## config.mk

```make
export PLATFORM = sky130hd
export DESIGN_NAME = bdev_xfer_engine_flat
export DESIGN_NICKNAME = d
export VERILOG_FILES = /design/src/rtl/bdev_xfer_if.sv /design/src/rtl/bdev_xfer_engine.sv /design/src/flat_wrapper.sv
export SDC_FILE = /design/constraint.sdc
export NUM_CORES = 1
export LEC_CHECK = 0
export BUFFER_PORTS_ARGS = -buffer_cell sky130_fd_sc_hd__buf_2
export CORE_AREA = 2 2 198 200
export DETAILED_ROUTE_END_ITERATION = 6
export DIE_AREA = 0 0 200 202
export PLACE_DENSITY_LB_ADDON = 0.3
export SYNTH_ARGS = -nofsm -noshare
export SYNTH_HDL_FRONTEND = slang
export SYNTH_SLANG_ARGS = --single-unit
```

## constraint.sdc

```tcl
create_clock -name i_clk -period 2.8 [get_ports i_clk]
set_input_delay 0.84 -clock i_clk [delete_from_list [all_inputs] [get_ports i_clk]]
set_output_delay 0.84 -clock i_clk [all_outputs]
set_load 0.01 [all_outputs]
```

## src/rtl/bdev_xfer_if.sv

```systemverilog
// Host-side command/data/completion and device-side req/data/resp signals of the transfer engine.
// The engine uses the slave view; the host/device models use the master view.
interface bdev_xfer_if #(
  parameter int DATA_BITS   = 64,
  parameter int SECTOR_BITS = 32,
  parameter int ADDR_BITS   = 32,
  parameter int TAG_BITS    = 1
);
  logic                   cmd_valid;
  logic                   cmd_ready;
  logic                   cmd_write;
  logic [ADDR_BITS-1:0]   cmd_addr;
  logic [SECTOR_BITS-1:0] cmd_offset;
  logic [SECTOR_BITS-1:0] cmd_len;
  logic [TAG_BITS-1:0]    cmd_tag;

  logic                   wdata_valid;
  logic                   wdata_ready;
  logic [DATA_BITS-1:0]   wdata_data;

  logic                   rdata_valid;
  logic                   rdata_ready;
  logic [DATA_BITS-1:0]   rdata_data;

  logic                   done_valid;
  logic                   done_ready;
  logic [TAG_BITS-1:0]    done_tag;
  logic                   done_error;

  logic                   bdev_req_valid;
  logic                   bdev_req_ready;
  logic                   bdev_req_bits_write;
  logic [ADDR_BITS-1:0]   bdev_req_bits_addr;
  logic [SECTOR_BITS-1:0] bdev_req_bits_offset;
  logic [SECTOR_BITS-1:0] bdev_req_bits_len;
  logic [TAG_BITS-1:0]    bdev_req_bits_tag;

  logic                   bdev_data_valid;
  logic                   bdev_data_ready;
  logic [DATA_BITS-1:0]   bdev_data_bits_data;
  logic [TAG_BITS-1:0]    bdev_data_bits_tag;

  logic                   bdev_resp_valid;
  logic                   bdev_resp_ready;
  logic [DATA_BITS-1:0]   bdev_resp_bits_data;
  logic [TAG_BITS-1:0]    bdev_resp_bits_tag;

  logic [SECTOR_BITS-1:0] bdev_info_nsectors;

  modport slave (
    input  cmd_valid, cmd_write, cmd_addr, cmd_offset, cmd_len, cmd_tag,
    output cmd_ready,
    input  wdata_valid, wdata_data,
    output wdata_ready,
    output rdata_valid, rdata_data,
    input  rdata_ready,
    output done_valid, done_tag, done_error,
    input  done_ready,
    output bdev_req_valid, bdev_req_bits_write, bdev_req_bits_addr,
    output bdev_req_bits_offset, bdev_req_bits_len, bdev_req_bits_tag,
    input  bdev_req_ready,
    output bdev_data_valid, bdev_data_bits_data, bdev_data_bits_tag,
    input  bdev_data_ready,
    input  bdev_resp_valid, bdev_resp_bits_data, bdev_resp_bits_tag,
    output bdev_resp_ready,
    input  bdev_info_nsectors
  );

  modport master (
    output cmd_valid, cmd_write, cmd_addr, cmd_offset, cmd_len, cmd_tag,
    input  cmd_ready,
    output wdata_valid, wdata_data,
    input  wdata_ready,
    input  rdata_valid, rdata_data,
    output rdata_ready,
    input  done_valid, done_tag, done_error,
    output done_ready,
    input  bdev_req_valid, bdev_req_bits_write, bdev_req_bits_addr,
    input  bdev_req_bits_offset, bdev_req_bits_len, bdev_req_bits_tag,
    output bdev_req_ready,
    input  bdev_data_valid, bdev_data_bits_data, bdev_data_bits_tag,
    output bdev_data_ready,
    output bdev_resp_valid, bdev_resp_bits_data, bdev_resp_bits_tag,
    input  bdev_resp_ready,
    output bdev_info_nsectors
  );
endinterface

```

## src/rtl/bdev_xfer_engine.sv

```systemverilog
// Turns one host sector command into the block device req/data/resp sequence, one command at a time.
// state | meaning: IDLE wait cmd | REQ issue req | WDATA stream writes | WACK take write ack | RDATA stream reads | DONE completion
module bdev_xfer_engine #(
  parameter int DATA_BITS        = 64,
  parameter int SECTOR_BITS      = 32,
  parameter int ADDR_BITS        = 32,
  parameter int TAG_BITS         = 1,
  parameter int BEATS_PER_SECTOR = 64
) (
  input  logic         i_clk,
  input  logic         i_rst_n,
  bdev_xfer_if.slave   bus
);
  localparam int BEAT_LOG2 = $clog2(BEATS_PER_SECTOR);
  localparam int CNT_BITS  = SECTOR_BITS + BEAT_LOG2;
  localparam logic [CNT_BITS-1:0] CNT_ONE = CNT_BITS'(1);

  typedef enum logic [2:0] {S_IDLE, S_REQ, S_WDATA, S_WACK, S_RDATA, S_DONE} state_t;

  state_t                 r_state;
  logic                   r_cmd_ready, r_req_valid, r_done_valid;
  logic                   r_wdata_en, r_rdata_en, r_wack_rdy, r_err;
  logic                   r_write;
  logic [ADDR_BITS-1:0]   r_addr;
  logic [SECTOR_BITS-1:0] r_offset, r_len;
  logic [TAG_BITS-1:0]    r_tag;
  logic [CNT_BITS-1:0]    r_cnt, r_last;

  logic [SECTOR_BITS:0]   w_end;
  logic [CNT_BITS-1:0]    w_total;
  logic                   w_reject, w_cmd_hs, w_req_hs, w_data_hs, w_resp_hs, w_done_hs;
  logic                   w_resp_rdy, w_tag_bad, w_last;

  // End sector is computed one bit wider so offsets near the top cannot wrap past the capacity check.
  assign w_end     = {1'b0, bus.cmd_offset} + {1'b0, bus.cmd_len};
  assign w_total   = CNT_BITS'(bus.cmd_len) << BEAT_LOG2;
  assign w_reject  = (bus.cmd_len == '0) || (w_end > {1'b0, bus.bdev_info_nsectors});
  assign w_resp_rdy = r_wack_rdy | (r_rdata_en & bus.rdata_ready);
  assign w_cmd_hs  = r_cmd_ready & bus.cmd_valid;
  assign w_req_hs  = r_req_valid & bus.bdev_req_ready;
  assign w_data_hs = r_wdata_en & bus.wdata_valid & bus.bdev_data_ready;
  assign w_resp_hs = w_resp_rdy & bus.bdev_resp_valid;
  assign w_done_hs = r_done_valid & bus.done_ready;
  assign w_tag_bad = (bus.bdev_resp_bits_tag != r_tag);
  assign w_last    = (r_cnt == r_last);

  assign bus.cmd_ready            = r_cmd_ready;
  assign bus.bdev_req_valid       = r_req_valid;
  assign bus.bdev_req_bits_write  = r_write;
  assign bus.bdev_req_bits_addr   = r_addr;
  assign bus.bdev_req_bits_offset = r_offset;
  assign bus.bdev_req_bits_len    = r_len;
  assign bus.bdev_req_bits_tag    = r_tag;
  assign bus.bdev_data_valid      = r_wdata_en & bus.wdata_valid;
  assign bus.wdata_ready          = r_wdata_en & bus.bdev_data_ready;
  assign bus.bdev_data_bits_data  = bus.wdata_data;
  assign bus.bdev_data_bits_tag   = r_tag;
  assign bus.rdata_valid          = r_rdata_en & bus.bdev_resp_valid;
  assign bus.rdata_data           = bus.bdev_resp_bits_data;
  assign bus.bdev_resp_ready      = w_resp_rdy;
  assign bus.done_valid           = r_done_valid;
  assign bus.done_tag             = r_tag;
  assign bus.done_error           = r_err;

  always_ff @(posedge i_clk or negedge i_rst_n) begin
    if (!i_rst_n) begin
      r_state      <= S_IDLE;
      r_cmd_ready  <= 1'b0;
      r_req_valid  <= 1'b0;
      r_done_valid <= 1'b0;
      r_wdata_en   <= 1'b0;
      r_rdata_en   <= 1'b0;
      r_wack_rdy   <= 1'b0;
      r_err        <= 1'b0;
      r_write      <= 1'b0;
      r_addr       <= '0;
      r_offset     <= '0;
      r_len        <= '0;
      r_tag        <= '0;
      r_cnt        <= '0;
      r_last       <= '0;
    end else begin
      case (r_state)
        S_IDLE: begin
          if (w_cmd_hs) begin
            r_cmd_ready <= 1'b0;
            r_write     <= bus.cmd_write;
            r_addr      <= bus.cmd_addr;
            r_offset    <= bus.cmd_offset;
            r_len       <= bus.cmd_len;
            r_tag       <= bus.cmd_tag;
            r_cnt       <= '0;
            r_last      <= w_total - CNT_ONE;
            if (w_reject) begin
              r_err        <= 1'b1;
              r_done_valid <= 1'b1;
              r_state      <= S_DONE;
            end else begin
              r_req_valid <= 1'b1;
              r_state     <= S_REQ;
            end
          end else begin
            // cmd_ready rises one edge after reset release, never during reset
            r_cmd_ready <= 1'b1;
          end
        end
        S_REQ: begin
          if (w_req_hs) begin
            r_req_valid <= 1'b0;
            if (r_write) begin
              r_wdata_en <= 1'b1;
              r_state    <= S_WDATA;
            end else begin
              r_rdata_en <= 1'b1;
              r_state    <= S_RDATA;
            end
          end
        end
        S_WDATA: begin
          if (w_data_hs) begin
            r_cnt <= r_cnt + CNT_ONE;
            if (w_last) begin
              r_wdata_en <= 1'b0;
              r_wack_rdy <= 1'b1;
              r_state    <= S_WACK;
            end
          end
        end
        S_WACK: begin
          if (w_resp_hs) begin
            r_wack_rdy   <= 1'b0;
            r_err        <= r_err | w_tag_bad;
            r_done_valid <= 1'b1;
            r_state      <= S_DONE;
          end
        end
        S_RDATA: begin
          if (w_resp_hs) begin
            r_cnt <= r_cnt + CNT_ONE;
            r_err <= r_err | w_tag_bad;
            if (w_last) begin
              r_rdata_en   <= 1'b0;
              r_done_valid <= 1'b1;
              r_state      <= S_DONE;
            end
          end
        end
        S_DONE: begin
          if (w_done_hs) begin
            r_done_valid <= 1'b0;
            r_err        <= 1'b0;
            r_cnt        <= '0;
            r_cmd_ready  <= 1'b1;
            r_state      <= S_IDLE;
          end
        end
        default: r_state <= S_IDLE;
      endcase
    end
  end
endmodule

```

## src/flat_wrapper.sv

```systemverilog
// flat-port wrapper written by rule: the top's interface ports become plain ports
module bdev_xfer_engine_flat 
#(
  parameter int DATA_BITS        = 64,
  parameter int SECTOR_BITS      = 32,
  parameter int ADDR_BITS        = 32,
  parameter int TAG_BITS         = 1,
  parameter int BEATS_PER_SECTOR = 64
)
  (i_clk, i_rst_n, bus_cmd_valid, bus_cmd_write, bus_cmd_addr, bus_cmd_offset, bus_cmd_len, bus_cmd_tag, bus_cmd_ready, bus_wdata_valid, bus_wdata_data, bus_wdata_ready, bus_rdata_valid, bus_rdata_data, bus_rdata_ready, bus_done_valid, bus_done_tag, bus_done_error, bus_done_ready, bus_bdev_req_valid, bus_bdev_req_bits_write, bus_bdev_req_bits_addr, bus_bdev_req_bits_offset, bus_bdev_req_bits_len, bus_bdev_req_bits_tag, bus_bdev_req_ready, bus_bdev_data_valid, bus_bdev_data_bits_data, bus_bdev_data_bits_tag, bus_bdev_data_ready, bus_bdev_resp_valid, bus_bdev_resp_bits_data, bus_bdev_resp_bits_tag, bus_bdev_resp_ready, bus_bdev_info_nsectors);
  bdev_xfer_if #(.DATA_BITS(DATA_BITS), .SECTOR_BITS(SECTOR_BITS), .ADDR_BITS(ADDR_BITS), .TAG_BITS(TAG_BITS)) bus_i ();
  input  logic i_clk;
  input  logic i_rst_n;
  input wire logic [$bits(bus_i.cmd_valid)-1:0] bus_cmd_valid;
  input wire logic [$bits(bus_i.cmd_write)-1:0] bus_cmd_write;
  input wire logic [$bits(bus_i.cmd_addr)-1:0] bus_cmd_addr;
  input wire logic [$bits(bus_i.cmd_offset)-1:0] bus_cmd_offset;
  input wire logic [$bits(bus_i.cmd_len)-1:0] bus_cmd_len;
  input wire logic [$bits(bus_i.cmd_tag)-1:0] bus_cmd_tag;
  output wire logic [$bits(bus_i.cmd_ready)-1:0] bus_cmd_ready;
  input wire logic [$bits(bus_i.wdata_valid)-1:0] bus_wdata_valid;
  input wire logic [$bits(bus_i.wdata_data)-1:0] bus_wdata_data;
  output wire logic [$bits(bus_i.wdata_ready)-1:0] bus_wdata_ready;
  output wire logic [$bits(bus_i.rdata_valid)-1:0] bus_rdata_valid;
  output wire logic [$bits(bus_i.rdata_data)-1:0] bus_rdata_data;
  input wire logic [$bits(bus_i.rdata_ready)-1:0] bus_rdata_ready;
  output wire logic [$bits(bus_i.done_valid)-1:0] bus_done_valid;
  output wire logic [$bits(bus_i.done_tag)-1:0] bus_done_tag;
  output wire logic [$bits(bus_i.done_error)-1:0] bus_done_error;
  input wire logic [$bits(bus_i.done_ready)-1:0] bus_done_ready;
  output wire logic [$bits(bus_i.bdev_req_valid)-1:0] bus_bdev_req_valid;
  output wire logic [$bits(bus_i.bdev_req_bits_write)-1:0] bus_bdev_req_bits_write;
  output wire logic [$bits(bus_i.bdev_req_bits_addr)-1:0] bus_bdev_req_bits_addr;
  output wire logic [$bits(bus_i.bdev_req_bits_offset)-1:0] bus_bdev_req_bits_offset;
  output wire logic [$bits(bus_i.bdev_req_bits_len)-1:0] bus_bdev_req_bits_len;
  output wire logic [$bits(bus_i.bdev_req_bits_tag)-1:0] bus_bdev_req_bits_tag;
  input wire logic [$bits(bus_i.bdev_req_ready)-1:0] bus_bdev_req_ready;
  output wire logic [$bits(bus_i.bdev_data_valid)-1:0] bus_bdev_data_valid;
  output wire logic [$bits(bus_i.bdev_data_bits_data)-1:0] bus_bdev_data_bits_data;
  output wire logic [$bits(bus_i.bdev_data_bits_tag)-1:0] bus_bdev_data_bits_tag;
  input wire logic [$bits(bus_i.bdev_data_ready)-1:0] bus_bdev_data_ready;
  input wire logic [$bits(bus_i.bdev_resp_valid)-1:0] bus_bdev_resp_valid;
  input wire logic [$bits(bus_i.bdev_resp_bits_data)-1:0] bus_bdev_resp_bits_data;
  input wire logic [$bits(bus_i.bdev_resp_bits_tag)-1:0] bus_bdev_resp_bits_tag;
  output wire logic [$bits(bus_i.bdev_resp_ready)-1:0] bus_bdev_resp_ready;
  input wire logic [$bits(bus_i.bdev_info_nsectors)-1:0] bus_bdev_info_nsectors;
  assign bus_i.cmd_valid = bus_cmd_valid;
  assign bus_i.cmd_write = bus_cmd_write;
  assign bus_i.cmd_addr = bus_cmd_addr;
  assign bus_i.cmd_offset = bus_cmd_offset;
  assign bus_i.cmd_len = bus_cmd_len;
  assign bus_i.cmd_tag = bus_cmd_tag;
  assign bus_cmd_ready = bus_i.cmd_ready;
  assign bus_i.wdata_valid = bus_wdata_valid;
  assign bus_i.wdata_data = bus_wdata_data;
  assign bus_wdata_ready = bus_i.wdata_ready;
  assign bus_rdata_valid = bus_i.rdata_valid;
  assign bus_rdata_data = bus_i.rdata_data;
  assign bus_i.rdata_ready = bus_rdata_ready;
  assign bus_done_valid = bus_i.done_valid;
  assign bus_done_tag = bus_i.done_tag;
  assign bus_done_error = bus_i.done_error;
  assign bus_i.done_ready = bus_done_ready;
  assign bus_bdev_req_valid = bus_i.bdev_req_valid;
  assign bus_bdev_req_bits_write = bus_i.bdev_req_bits_write;
  assign bus_bdev_req_bits_addr = bus_i.bdev_req_bits_addr;
  assign bus_bdev_req_bits_offset = bus_i.bdev_req_bits_offset;
  assign bus_bdev_req_bits_len = bus_i.bdev_req_bits_len;
  assign bus_bdev_req_bits_tag = bus_i.bdev_req_bits_tag;
  assign bus_i.bdev_req_ready = bus_bdev_req_ready;
  assign bus_bdev_data_valid = bus_i.bdev_data_valid;
  assign bus_bdev_data_bits_data = bus_i.bdev_data_bits_data;
  assign bus_bdev_data_bits_tag = bus_i.bdev_data_bits_tag;
  assign bus_i.bdev_data_ready = bus_bdev_data_ready;
  assign bus_i.bdev_resp_valid = bus_bdev_resp_valid;
  assign bus_i.bdev_resp_bits_data = bus_bdev_resp_bits_data;
  assign bus_i.bdev_resp_bits_tag = bus_bdev_resp_bits_tag;
  assign bus_bdev_resp_ready = bus_i.bdev_resp_ready;
  assign bus_i.bdev_info_nsectors = bus_bdev_info_nsectors;
  bdev_xfer_engine #(.DATA_BITS(DATA_BITS), .SECTOR_BITS(SECTOR_BITS), .ADDR_BITS(ADDR_BITS), .TAG_BITS(TAG_BITS), .BEATS_PER_SECTOR(BEATS_PER_SECTOR)) u_core (.i_clk(i_clk), .i_rst_n(i_rst_n), .bus(bus_i));
endmodule
```

==> run metrics <==
Peak supply drop 0.000519 V; final clock skew 8.99 ps; failing checks setup timing; Synth Instances 1206; Post-synth ARST share 100%; clock-pin slew on the worst setup and hold paths 80 ps; Die ar. 0.0404 mm2; synth warn 0; final core area utilization 38.7%; Startpoint Class input port; IO Pins 504; cell total after placement 1982; Final #Nets 1831; status finished, violations left; first drt pass iteration count 4; fmax 232 MHz; Netlist cell types 65; Yosys reg bits 179; largest net degree at the start of global routing 56; # rows 72; Tot GR Track Use 16.4%; worst-case clock buffer depth 2; Worst EP required 3130 ps; Final ANT Viol Nets 0; Post-synth EDFFs 0; cell chosen for the clock root clkbuf_16; port buffer count 247; HPWL after DPL 25900 um; ys flop type dfrtp_1; Reg2Reg Launch Point u_core.r_cnt[2]$_DFFE_PN0P_; residual DRC count 0; Max FO, Critical Path 4; area grow syn2layout 27.7%; reg2reg path depth 9; wire per inst 16.1 um; Avg Inst Size Synth 9.61 um2; max_slew headroom 65.1%; Starting DRT DRC Count 465; Worst Path Arrival 4630 ps; CORE AREA 0.0383 mm2; Die H 202 um; Worst-Margin Slew 520 ps; RSZ-0062 raised after global routing yes; initial antenna violation count 2; register area 0.00448 mm2; Die Wd 200 um; Finished Layout Cells 2029; sequential fraction of the synthesis area 38.6%; Mapped Nets 1541; Leak 7.16 nW; Netlist Area Pre-Place 0.0116 mm2; Filler Cell Count 3896; Max Slew Vio Count 0; total number of vias 9516; Final setup viols 4; routability cong. 0.868; post-route setup slack -1500 ps; htree depth 4; CTS tree built; Max Cap Viol 0; Hold Vio Cnt, Final 0; Worst Hold Class in2async; Crit. Startpoint bus_cmd_len[6]; vias in the first global route 9633; Period minus WS final 4300 ps; initial core utilization 30.3%; Routed WL 32700 um; layout cells sized above 1 41.1%; Pwr Density 780 mW/mm2; total gr overflow 0; Clk Latency, worst-skew pair 450 ps; CTS sink cnt 179; CTS Buf Count 17; critical path type in2reg; period utilisation layout 154%; CP endpoint kind flop; first-pass GRT wire length 51900 um; via/cell ratio 4.69; footprint of the multi-input gates 0.00611 mm2
## where the power goes
part	internal [mW]	total [mW]	switching, mW
combinational	2.33	4.78	2.45
sequential	3.59	4.20	0.610
clock	1.36	2.57	1.20
## final timing paths
check	end	slack (ps)
worst min-delay path	u_core.bus.cmd_ready$_DFFE_PN0P_	320
max in group asynchronous	u_core.bus.bdev_req_bits_addr[26]$_DFFE_PN0P_	1740
worst max-delay path	u_core.bus.done_valid$_DFFE_PN0P_	-1500
min in group i_clk	u_core.bus.bdev_req_bits_len[1]$_DFFE_PN0P_	490
worst max register to register	u_core.r_state[2]$_DFFE_PN0P_	230
worst min register to register	u_core.bus.bdev_req_bits_len[1]$_DFFE_PN0P_	490
## layout make-up
cell class | count | share of cell area, %
Multi-Input combinational cell | 812 | 41.3
Sequential cell | 179 | 30.3
Timing Repair Buffer | 430 | 18.5
Tap cell | 518 | 4.38
Clock buffer | 17 | 2.87
Inverter | 56 | 1.42
Clock inverter | 15 | 1.30
Antenna cell | 2 | 0.0338
## state kept, by name, summed over array words and instances, names as in the netlist
| register | cells |
|---|---|
| u_core.r_cnt | 38 |
| u_core.r_last | 33 |
| u_core.bus.bdev_req_bits_addr | 32 |
| u_core.bus.bdev_req_bits_len | 32 |
| u_core.bus.bdev_req_bits_offset | 32 |
| u_core.r_state | 3 |
| u_core.bus.bdev_data_bits_tag | 1 |
| u_core.bus.bdev_req_bits_write | 1 |
| u_core.bus.bdev_req_valid | 1 |
| u_core.bus.cmd_ready | 1 |
| u_core.bus.done_error | 1 |
| u_core.bus.done_valid | 1 |
| u_core.r_rdata_en | 1 |
| u_core.r_wack_rdy | 1 |
| u_core.r_wdata_en | 1 |
## synth_stat cells, types with 3 or more instances
library cell | n | area share (%)
a2111oi_0 | 3 | 0.23
a211oi_1 | 7 | 0.45
a21o_1 | 9 | 0.58
a21oi_1 | 64 | 2.8
a31oi_1 | 6 | 0.32
and2_1 | 4 | 0.22
and3_1 | 11 | 0.59
and4_1 | 3 | 0.23
buf_4 | 130 | 8.4
clkbuf_1 | 27 | 0.87
dfrtp_1 | 179 | 39
ha_1 | 66 | 7.1
inv_1 | 56 | 1.8
mux2_2 | 95 | 9.2
nand2_1 | 86 | 2.8
nand2b_1 | 10 | 0.54
nand3_1 | 34 | 1.5
nand3b_1 | 4 | 0.26
nand4_1 | 17 | 0.92
nor2_1 | 86 | 2.8
nor2b_1 | 11 | 0.59
nor3_1 | 19 | 0.82
nor3_2 | 3 | 0.26
nor4_1 | 14 | 0.76
o211ai_1 | 4 | 0.26
o21a_1 | 7 | 0.45
o21ai_0 | 63 | 2.7
o21ai_1 | 6 | 0.26
o21bai_1 | 3 | 0.19
o31ai_1 | 5 | 0.32
or2_2 | 3 | 0.16
or3_1 | 11 | 0.59
or4_1 | 4 | 0.26
xnor2_1 | 39 | 2.9
xor2_1 | 76 | 5.7
## what timing repair did
| action | 4_1_cts | 5_1_grt |
|---|---|---|
| hold buffers | 0 | 0 |
| endpoints found under the setup margin | 9 | 9 |
| gates cloned | 0 | 0 |
| buffers inserted | 6 | 7 |
| resized for setup | 26 | 19 |
| pin swaps | 38 | 15 |
## logic make-up after synthesis
group,after synthesis,synth area share (%)
simple gates,332,14.4
xor+xnor,115,8.69
buf+inv,215,11.2
fa+ha+maj,67,7.30
mux,95,9.23
flops,179,38.6
compound gates,203,10.6
## metal layers
layer,vias up,track usage [%],wire length (um)
met1,4529,20.7,14300
met4,0,6.27,740
met5,-,0,0
met3,61,4.76,2190
li1,4651,-,-
met2,275,26.5,15500
## metrics by stage
stage          TNS [ps]  setup slack, ps  instance area, um2  power (mW)  hold slack [ps]
3_5_place_dp     -14570            -2330               13900        9.01              472
3_3_place_gp     -14640            -2250               13900        8.90              464
4_1_cts           -5980            -1520               14700        11.7              311
2_1_floorplan     -6580            -1550               11700        7.08              460
6_report          -5860            -1500               14800        11.5              316
5_1_grt           -6810            -1740               14800        12.4              333
## worst max-delay path: stages
cell	delay (ps)
buf_2	130
ha_1	320
a21oi_1	90
o21ai_0	270
nor3_1	80
buf_4	160
a211oi_1	320
o21ai_1	150
a21oi_1	150
buf_4	150
nor2_1	50
ha_1	300
and4_1	230
a221oi_2	280
o21ai_2	130
a2111oi_4	360
o21ai_1	90
a41o_2	320
a21oi_2	130
o311ai_1	90
## placed cells by master, fill, tap and decap left out, types with 5 or more instances in the layout
| cell type | count |
|---|---|
| nor2_1 | 84 |
| nand2b_1 | 10 |
| a21oi_2 | 8 |
| xor2_1 | 76 |
| o21ai_1 | 8 |
| mux2_2 | 95 |
| and3_1 | 11 |
| buf_4 | 174 |
| a31oi_1 | 5 |
| nand4_1 | 17 |
| nand3_1 | 32 |
| o21ai_0 | 59 |
| ha_1 | 58 |
| a21oi_1 | 55 |
| buf_2 | 242 |
| buf_6 | 6 |
| nor4_1 | 13 |
| nand2_1 | 86 |
| clkbuf_16 | 17 |
| inv_8 | 6 |
| xnor2_1 | 38 |
| buf_12 | 6 |
| nor3_1 | 18 |
| a21o_1 | 9 |
| nor2b_1 | 9 |
| inv_1 | 54 |
| o21a_1 | 7 |
| ha_4 | 8 |
| dfrtp_1 | 179 |
| or3_1 | 10 |
| o31ai_1 | 5 |
Note: power is estimated with default switching activity, not from simulation.
